===== src/rtl/rom_fetch_ctrl_pkg.sv =====
// Shared definitions for the ROM instruction-fetch sequencer:
// default widths, FSM state encoding and IR field positions.
package rom_fetch_ctrl_pkg;

  localparam int DEF_ADDR_W = 12;
  localparam int DEF_DATA_W = 8;

  localparam int INSTR_MSB = 7;
  localparam int INSTR_LSB = 4;
  localparam int OPRND_MSB = 3;
  localparam int OPRND_LSB = 0;

  typedef enum logic [1:0] {
    S_IDLE  = 2'd0,
    S_FETCH = 2'd1,
    S_VALID = 2'd2,
    S_WAIT  = 2'd3
  } state_e;

endpackage


===== src/rtl/rom_fetch_ctrl_if.sv =====
// ROM read bus plus the IR valid/ready handshake toward the decoder.
// The fetch controller is the master; the ROM/decoder side is the slave.
interface rom_fetch_ctrl_if
  import rom_fetch_ctrl_pkg::*;
#(
  parameter int ADDR_W = DEF_ADDR_W,
  parameter int DATA_W = DEF_DATA_W
);
  logic [ADDR_W-1:0] rom_addr;
  logic [DATA_W-1:0] rom_data;
  logic              ir_valid;
  logic              ir_ready;
  logic [3:0]        instr;
  logic [3:0]        oprnd;

  modport master (
    output rom_addr, ir_valid, instr, oprnd,
    input  rom_data, ir_ready
  );

  modport slave (
    input  rom_addr, ir_valid, instr, oprnd,
    output rom_data, ir_ready
  );
endinterface


===== src/rtl/rom_fetch_ctrl_pc_counter.sv =====
// Program counter with synchronous reset; a load takes priority over increment.
module pc_counter #(
  parameter int                ADDR_W   = 12,
  parameter logic [ADDR_W-1:0] RESET_PC = '0
) (
  input  logic              clk,
  input  logic              reset,
  input  logic              ld,
  input  logic [ADDR_W-1:0] ld_val,
  input  logic              inc,
  output logic [ADDR_W-1:0] pc
);
  logic [ADDR_W-1:0] pc_q, pc_d;

  // Increment wraps modulo 2^ADDR_W without a flag.
  always_comb begin
    pc_d = pc_q;
    if (ld)       pc_d = ld_val;
    else if (inc) pc_d = pc_q + ADDR_W'(1);
  end

  always_ff @(posedge clk) begin
    if (reset) pc_q <= RESET_PC;
    else       pc_q <= pc_d;
  end

  assign pc = pc_q;
endmodule


===== src/rtl/rom_fetch_ctrl.sv =====
// Instruction-fetch sequencer: owns the PC, captures ROM bytes into IR and
// hands them to the decoder. Define ROM_WAIT_EN to insert WAIT_CYC wait states.
module rom_fetch_ctrl
  import rom_fetch_ctrl_pkg::*;
#(
  parameter int                ADDR_W   = DEF_ADDR_W,
  parameter int                DATA_W   = DEF_DATA_W,
  parameter logic [ADDR_W-1:0] RESET_PC = '0,
  parameter int                WAIT_CYC = 2
) (
  input  logic              clk,
  input  logic              reset,
  input  logic              enable,
  input  logic              jmp_en,
  input  logic [ADDR_W-1:0] jmp_addr,
  output logic [ADDR_W-1:0] pc,
  rom_fetch_ctrl_if.master  bus
);
  if (WAIT_CYC < 1 || WAIT_CYC > 15) begin : g_wait_cyc_chk
    $error("WAIT_CYC must be in 1..15");
  end

`ifdef ROM_WAIT_EN
  localparam state_e    FETCH_ENTRY = S_WAIT;
  localparam logic [3:0] WAIT_LD    = 4'(WAIT_CYC - 1);
  logic [3:0] wait_cnt_q, wait_cnt_d;
`else
  localparam state_e FETCH_ENTRY = S_FETCH;
`endif

  state_e            state_q, state_d;
  logic [DATA_W-1:0] ir_q, ir_d;
  logic              valid_q, valid_d;
  logic              pc_ld, pc_inc;

  pc_counter #(.ADDR_W(ADDR_W), .RESET_PC(RESET_PC)) u_pc (
    .clk    (clk),
    .reset  (reset),
    .ld     (pc_ld),
    .ld_val (jmp_addr),
    .inc    (pc_inc),
    .pc     (pc)
  );

  always_comb begin
    state_d = state_q;
    ir_d    = ir_q;
    valid_d = valid_q;
    pc_ld   = 1'b0;
    pc_inc  = 1'b0;
`ifdef ROM_WAIT_EN
    wait_cnt_d = wait_cnt_q;
`endif
    // A jump discards IR even if the decoder is accepting it this cycle.
    if (jmp_en) begin
      pc_ld   = 1'b1;
      valid_d = 1'b0;
      state_d = enable ? FETCH_ENTRY : S_IDLE;
    end else begin
      case (state_q)
        S_IDLE: begin
          if (enable) state_d = FETCH_ENTRY;
        end
        S_FETCH: begin
          if (!enable) begin
            state_d = S_IDLE;
          end else begin
            ir_d    = bus.rom_data;
            pc_inc  = 1'b1;
            valid_d = 1'b1;
            state_d = S_VALID;
          end
        end
        S_VALID: begin
          if (valid_q && bus.ir_ready) begin
            if (enable) begin
`ifdef ROM_WAIT_EN
              valid_d = 1'b0;
              state_d = S_WAIT;
`else
              ir_d   = bus.rom_data;
              pc_inc = 1'b1;
`endif
            end else begin
              valid_d = 1'b0;
              state_d = S_IDLE;
            end
          end
        end
        default: begin
`ifdef ROM_WAIT_EN
          if (!enable)                state_d = S_IDLE;
          else if (wait_cnt_q == '0)  state_d = S_FETCH;
`else
          state_d = S_IDLE;
`endif
        end
      endcase
    end
`ifdef ROM_WAIT_EN
    if (state_d == S_WAIT && (state_q != S_WAIT || jmp_en))
      wait_cnt_d = WAIT_LD;
    else if (state_q == S_WAIT && wait_cnt_q != '0)
      wait_cnt_d = wait_cnt_q - 4'd1;
`endif
  end

  always_ff @(posedge clk) begin
    if (reset) begin
      state_q <= S_IDLE;
      ir_q    <= '0;
      valid_q <= 1'b0;
    end else begin
      state_q <= state_d;
      ir_q    <= ir_d;
      valid_q <= valid_d;
    end
  end

`ifdef ROM_WAIT_EN
  always_ff @(posedge clk) begin
    if (reset) wait_cnt_q <= '0;
    else       wait_cnt_q <= wait_cnt_d;
  end
`endif

  assign bus.rom_addr = pc;
  assign bus.ir_valid = valid_q;
  assign bus.instr    = ir_q[INSTR_MSB:INSTR_LSB];
  assign bus.oprnd    = ir_q[OPRND_MSB:OPRND_LSB];
endmodule


===== src/flat_wrapper.sv =====
// flat-port wrapper written by rule: the top's interface ports become plain ports
module rom_fetch_ctrl_flat import rom_fetch_ctrl_pkg::*;
#(
  parameter int                ADDR_W   = DEF_ADDR_W,
  parameter int                DATA_W   = DEF_DATA_W,
  parameter logic [ADDR_W-1:0] RESET_PC = '0,
  parameter int                WAIT_CYC = 2
)
  (clk, reset, enable, jmp_en, jmp_addr, pc, bus_rom_addr, bus_ir_valid, bus_instr, bus_oprnd, bus_rom_data, bus_ir_ready);
  rom_fetch_ctrl_if #(.ADDR_W(ADDR_W), .DATA_W(DATA_W)) bus_i ();
  input  logic clk;
  input  logic reset;
  input  logic enable;
  input  logic jmp_en;
  input  logic [ADDR_W-1:0] jmp_addr;
  output logic [ADDR_W-1:0] pc;
  output wire logic [$bits(bus_i.rom_addr)-1:0] bus_rom_addr;
  output wire logic [$bits(bus_i.ir_valid)-1:0] bus_ir_valid;
  output wire logic [$bits(bus_i.instr)-1:0] bus_instr;
  output wire logic [$bits(bus_i.oprnd)-1:0] bus_oprnd;
  input wire logic [$bits(bus_i.rom_data)-1:0] bus_rom_data;
  input wire logic [$bits(bus_i.ir_ready)-1:0] bus_ir_ready;
  assign bus_rom_addr = bus_i.rom_addr;
  assign bus_ir_valid = bus_i.ir_valid;
  assign bus_instr = bus_i.instr;
  assign bus_oprnd = bus_i.oprnd;
  assign bus_i.rom_data = bus_rom_data;
  assign bus_i.ir_ready = bus_ir_ready;
  rom_fetch_ctrl #(.ADDR_W(ADDR_W), .DATA_W(DATA_W), .RESET_PC(RESET_PC), .WAIT_CYC(WAIT_CYC)) u_core (.clk(clk), .reset(reset), .enable(enable), .jmp_en(jmp_en), .jmp_addr(jmp_addr), .pc(pc), .bus(bus_i));
endmodule

===== config.mk =====
export PLATFORM = sky130hd
export DESIGN_NAME = rom_fetch_ctrl_flat
export DESIGN_NICKNAME = d
export VERILOG_FILES = /design/src/rtl/rom_fetch_ctrl_pkg.sv /design/src/rtl/rom_fetch_ctrl_if.sv /design/src/rtl/rom_fetch_ctrl_pc_counter.sv /design/src/rtl/rom_fetch_ctrl.sv /design/src/flat_wrapper.sv
export SDC_FILE = /design/constraint.sdc
export NUM_CORES = 1
export LEC_CHECK = 0
export BUFFER_PORTS_ARGS = -buffer_cell sky130_fd_sc_hd__buf_2
export CAP_MARGIN = 10
export CORE_MARGIN = 5
export CORE_UTILIZATION = 30
export CTS_CLUSTER_DIAMETER = 60
export CTS_CLUSTER_SIZE = 24
export DETAILED_ROUTE_END_ITERATION = 8
export SLEW_MARGIN = 20
export SYNTH_ARGS = -nofsm -noshare
export SYNTH_HDL_FRONTEND = slang
export SYNTH_SLANG_ARGS = --single-unit
export TNS_END_PERCENT = 20

===== constraint.sdc =====
create_clock -name clk -period 1.74 [get_ports clk]
set_input_delay 0.087 -clock clk [delete_from_list [all_inputs] [get_ports clk]]
set_output_delay 0.087 -clock clk [all_outputs]
set_load 0.01 [all_outputs]

# ---- Word level (Yosys, flattened, before mapping)
# Index checks and enable logic that the tools add are counted.
dict set report word_totals {
  out_inout_bits 33
  regBits 23
  inputBits 25
  wordCells 43
}
dict set report op_classes {
  add_sub_neg 1
  n_bitwise 1
  muxes 21
  n_eq_ne 8
  n_reduce_logical 8
}
# cell n
set op_table {}
lappend op_table {{$mux 12} 2}
lappend op_table {{$mux 8} 2}
lappend op_table {{$pmux 8 s2} 1}
lappend op_table {{$add 12x1->12 const B} 1}
lappend op_table {{$mux 2} 5}
lappend op_table {{$mux 1} 8}
lappend op_table {{$ne 3x3->1 const B} 2}
lappend op_table {{$pmux 2 s3} 1}
lappend op_table {{$reduce_and 3->1} 2}
lappend op_table {{$ne 2x2->1 const B} 2}
lappend op_table {{$pmux 1 s2} 2}
lappend op_table {{$reduce_and 4->1} 1}
lappend op_table {{$reduce_bool 2->1} 2}
lappend op_table {{$ne 3x2->1 const B} 1}
lappend op_table {{$eq 2x1->1 const B} 1}
lappend op_table {{$eq 2x2->1 const B} 1}
lappend op_table {{$logic_not 2->1} 1}
lappend op_table {{$ne 2x1->1 const B} 1}
lappend op_table {{$reduce_or 2->1} 1}
lappend op_table {{$logic_and 1x1->1} 1}
lappend op_table {{$not 1->1} 1}

# ---- Logic depth before layout (Yosys ltp)
dict set report logic_depth {
  depth_word 6
  depth_mapped 7
  mapped_depth_nobuf 6
}

# ---- By module
# From an unflattened synthesis, not the netlist that was laid out.
dict set report hier_totals {
  hier_cells 155
  hier_area_um2 1377.6
}
# mod cells_each area_each_um2 seq_area_each_um2 n_inst
set modules_own_cells {}
lappend modules_own_cells {rom_fetch_ctrl 73 691.9 220.2 1}
lappend modules_own_cells {pc_counter 82 685.7 240.2 1}

# ---- Worst setup path before layout
# No wires, ideal clock.
dict set report synth_path {
  path_kind {reg2reg}
  start {register u_core.state_q[0]}
  end {register u_core.ir_q[0]}
  setup_slack_ps -82
  path_buffers 0
  t_arrival_ps 1694
  setup_ps 128
  synth_period_minus_slack_ps 1822
  path_stages_with_launch 7
  cell_sequence {dfxtp_1 inv_1 ha_1 nand2_1 a211oi_2 mux2i_1 nor2_1}
}
dict set report synth_via {
  elab_chain_len 3
  word_cells_on_any_way 6
  cone_classes {eq/ne (3); mux (1); reduce/logical (2)}
}
# element line
set synth_lines {}
lappend synth_lines {{start: declaration} rom_fetch_ctrl.sv:31} ;# state_e state_q, state_d;
lappend synth_lines {{start signal: assignment} rom_fetch_ctrl.sv:114} ;# state_q <= state_d;
lappend synth_lines {{$eq 2x2->1 / $eq 2x1->1 (equally long branches)} rom_fetch_ctrl.sv:60} ;# case (state_q)
lappend synth_lines {{$ne 2x1->1 (no source line) / $reduce_bool 2->1 (equally long branches)} n/a}
lappend synth_lines {{$reduce_and 3->1 (no source line)} n/a}
lappend synth_lines {{end signal: assignment} rom_fetch_ctrl.sv:115} ;# ir_q <= ir_d;
lappend synth_lines {{end: declaration} rom_fetch_ctrl.sv:32} ;# logic [DATA_W-1:0] ir_q, ir_d;
# Several ways; a longest one is shown, not always the timed one.
# A chain may end at the register's enable or synchronous reset.

# ---- Worst setup path after layout
dict set report layout_path {
  start {register u_core.state_q[1]}
  end {register u_core.u_pc.pc_q[9], in the netlist u_core.u_pc.pc[9]}
}
dict set report layout_via {
  elab_chain_len 4
  word_cells_on_any_way 5
  cone_classes {eq/ne (2); mux (2); reduce/logical (1)}
}
# element line
set layout_lines {}
lappend layout_lines {{$eq 2x2->1 / $eq 2x1->1 (equally long branches)} rom_fetch_ctrl.sv:60}
lappend layout_lines {{$pmux 1 s2 (*)} rom_fetch_ctrl.sv:60}
lappend layout_lines {{$mux 1 (*)} rom_fetch_ctrl.sv:55} ;# if (jmp_en) begin
lappend layout_lines {{$reduce_bool 2->1 (no source line) (*)} n/a}
lappend layout_lines {{end signal: assignment} rom_fetch_ctrl_pc_counter.sv:24} ;# else pc_q <= pc_d;
lappend layout_lines {{end: declaration} rom_fetch_ctrl_pc_counter.sv:13} ;# logic [ADDR_W-1:0] pc_q, pc_d;
# Mark *: on every way between the ends. The rest lies on a longest branch, timed or not.

==> run summary <==
HPWL Detailed - 2.48 mm
Ranking of synthesized cells by area - dfxtp_1 36%, buf_4 7.1%, nor2_1 6.5%, mux2i_1 6.3%, xnor2_1 5.5%
Hold depth - 3
Final period util - 0.982
HP Class - input port to flip-flop
# hold bufs at CTS - 0
Max Transition Viols Final - 0
Post-Route Utilization - 0.441
First-pass GRT wire length - 5.19 mm
Cell taking the most area after synthesis - dfxtp_1
Endpoints failing setup - 0
Post-Synth Simple-Gate Area - 0.207
FF-to-FF setup slack - 0.03 ns
RSZ-0062 raised after global routing - true
Number of synthesized flops with an enable pin - 0
Most frequent cell on the critical path - buf_4
Router iterations before antenna repair - 4
Total number of vias - 1274
Logic pwr share - 0.230
Starting Density - 0.312
Die H - 75 µm
Post-synthesis average cell area - 8.45 µm²
Reg-to-reg critical path endpoint - u_core.u_pc.pc[9]$_SDFFE_PP0P_
Worst hold slack - 0.0478 ns
Min-delay src - bus_rom_data[3]
Critical path class - flip-flop to flip-flop
Post-Synth Adder-Cell Area - 0.0395
Die Width - 75 µm
Core area - 4060 µm²
Internal power - 0.857 mW
Routed wire length per instance - 12.2 µm
Synth Area in XOR/XNOR - 0.0553
Clock power share - 0.282
Clock slew at reported path FFs - 0.09 ns
Power density over the cells - 669 nW/µm²
Initial antenna violation count - 0
GPL Wtd Cong - 0.810
Sw Ratio - 0.285
Critical path's top delay family - simple AND/OR/NAND/NOR gates
Max stage delay on crit path - 0.49 ns
Antenna Nets Post-Route - 0
Layout cells sized above 1 - 0.451
CTS H-tree lvls - 1
Minimum clock period after layout - 1.71 ns
VDD IR max - 0.450 mV
Endpoint, Worst Hold - u_core.ir_q[3]$_SDFFE_PP0P_
Largest net degree at the start of global routing - 25
Post-synthesis compound-gate area fraction - 0.148
Achievable Freq - 585 MHz
Iter 0 DRT Violations - 65
Setup tns final - 0 ns
Post-Layout Cell Count - 265
Nets - 245
Setup Skew - 0.00811 ns
Sequential cell area fraction in the yosys report - 0.363
Row Count - 23
Multiplexer share of the synthesized area - 0.0721
Critical Path AT - 1.89 ns
Vias in the first global route - 1202
Commonest cells in the synthesized netlist - 23 x dfxtp_1, 22 x nor2_1, 12 x buf_4
Top_reg_cell synth - dfxtp_1
Leakage - 0.795 nW
Worst-Skew Late Latency - 0.27 ns
CTS Root Cell - clkbuf_8
Yosys top cell area share - 0.363
Global route total overflow - 0
Origin of the critical flop-to-flop path - u_core.state_q[1]$_SDFFE_PP0P_
Post-synth cell types - 33
CP Launch Type - flip-flop
Worst Reg-to-Reg Cells - 6
Post-synth net total - 179
Global Route Usage Sum - 0.118
Vias per cell - 4.81
Seq cells post-synth - 23
Slew @ Worst Pin - 0.454 ns
Worst EP required - 1.92 ns
Clk buf depth - 2
Max_cap viols - 0
Number of I/O port buffers - 57
Final wirelength - 3.22 mm
Sequential power share - 0.488
Die Area - 5630 µm²
CP endpoint kind - flip-flop
Rel. slew slack - 0.697
Synth-to-layout area growth - 41.3%
CTS tree - done
DRC viols - 0
CP bufs+invs - 2
Combinational family with the most area after synthesis - simple AND/OR/NAND/NOR gates
CTS Buf Count - 3
Async S/R FF share, synth - 0
Critical path's slowest cell - or4_1
Sink Count - 23
Cell count after synthesis - 150
IO Count - 58
Worst-path cell chain - buf_4, ha_1, a31oi_1, buf_4, or4_1, a311oi_1
Psw - 0.342 mW
Post-synthesis cell area - 1270 µm²
Ant diodes - 0
Count leader, synth - dfxtp_1
Critical Path Fanout Max - 10
Dpl cells - 255
Fin. Hold Viols - 0
Outcome - finished, final reports clean
Syn. warnings - 0
-- sequential cells by signal, indices dropped and copies added (netlist names) --
signal and flops:
u_core.bus.ir_valid 1, u_core.u_pc.pc 12, u_core.ir_q 8, u_core.state_q 2
-- repair_timing --
action / in CTS / in global routing
setup buffers: 0 / 6
setup endpoints to repair: 4 / 8
pin swaps: 2 / 3
resized for setup: 3 / 8
-- area by class of cell --
class,count,area (µm²)
multi-input cells,101,719
flip-flops and latches,23,463
repair buffers,80,470
inverters,7,26.3
clock inverters,1,7.51
well taps,50,62.6
fillers,406,2270
clock buffers,3,41.3
-- placed cells by master (no fill, tap or decap), types with 2 or more instances in the layout --
cell type and n:
buf_2 57, o21ai_0 3, nand2_1 9, o211ai_1 2, mux2i_1 8, a211oi_1 7
dfxtp_2 2, dfxtp_1 21, buf_4 22, ha_1 2, a31oi_1 2, nor4b_4 2
clkbuf_8 3, inv_1 5, o21a_1 2, o22ai_1 2, a21oi_1 2, nor2_1 22
a311oi_1 2, nor3_1 5, nand3_1 7, xnor2_1 8, inv_2 2
-- worst register-to-register path, cell delays in order, from the launching register on --
cell,delay (ns)
dfxtp_2,0.35
buf_4,0.11
ha_1,0.15
a31oi_1,0.08
buf_4,0.18
or4_1,0.50
a311oi_1,0.25
-- through the flow --
stage	area [µm²]	power (mW)	setup WS, ns
floorplan	1270	0.756	0.0245
global placement	1640	0.853	0.0192
detailed placement	1640	0.854	-0.0759
CTS	1720	1.20	-0.0583
global route	1790	1.26	-0.0444
finish	1790	1.20	0.0320
-- layer usage --
| layer | part of all wire | global-route usage | wire, µm | vias up |
|---|---|---|---|---|
| li1 | - | - | - | 653 |
| met1 | 0.44 | 0.150 | 1430 | 574 |
| met2 | 0.45 | 0.199 | 1440 | 47 |
| met3 | 0.11 | 0.0441 | 358 | 0 |
| met4 | 0 | 0.0119 | 0 | 0 |
| met5 | 0 | 0 | 0 | - |
-- power groups by stage --
stage	Combinational [mW]	Clock (mW)	Sequential, mW
2_1_floorplan	0.145	0	0.611
3_3_place_gp	0.257	0	0.595
3_5_place_dp	0.258	0	0.596
4_1_cts	0.265	0.352	0.584
5_1_grt	0.306	0.368	0.590
6_report	0.276	0.338	0.584
-- worst max-delay path by stage --
stage / depth (start not counted) / endpoint / from / slack (ns)
after floorplan: 5 / u_core.u_pc.pc[9]$_SDFFE_PP0P_ / u_core.state_q[0]$_SDFFE_PP0P_ / 0.02
after global placement: 5 / u_core.u_pc.pc[9]$_SDFFE_PP0P_ / u_core.state_q[0]$_SDFFE_PP0P_ / 0.02
after detailed placement: 6 / u_core.u_pc.pc[5]$_SDFFE_PP0P_ / u_core.state_q[1]$_SDFFE_PP0P_ / -0.08
after CTS: 6 / u_core.u_pc.pc[7]$_SDFFE_PP0P_ / u_core.state_q[1]$_SDFFE_PP0P_ / -0.06
after global routing: 6 / u_core.u_pc.pc[9]$_SDFFE_PP0P_ / u_core.state_q[1]$_SDFFE_PP0P_ / -0.04
final: 6 / u_core.u_pc.pc[9]$_SDFFE_PP0P_ / u_core.state_q[1]$_SDFFE_PP0P_ / 0.03
-- cell families (layout without fill, tap and decap cells) --
kind of cell,count (synthesis),in the layout
buf+inv,26,91
simple gates,54,54
mux,9,9
flops,23,23
fa+ha+maj,4,4
compound gates,26,26
xor+xnor,8,8
No activity file was read; power rests on OpenSTA's default activity.
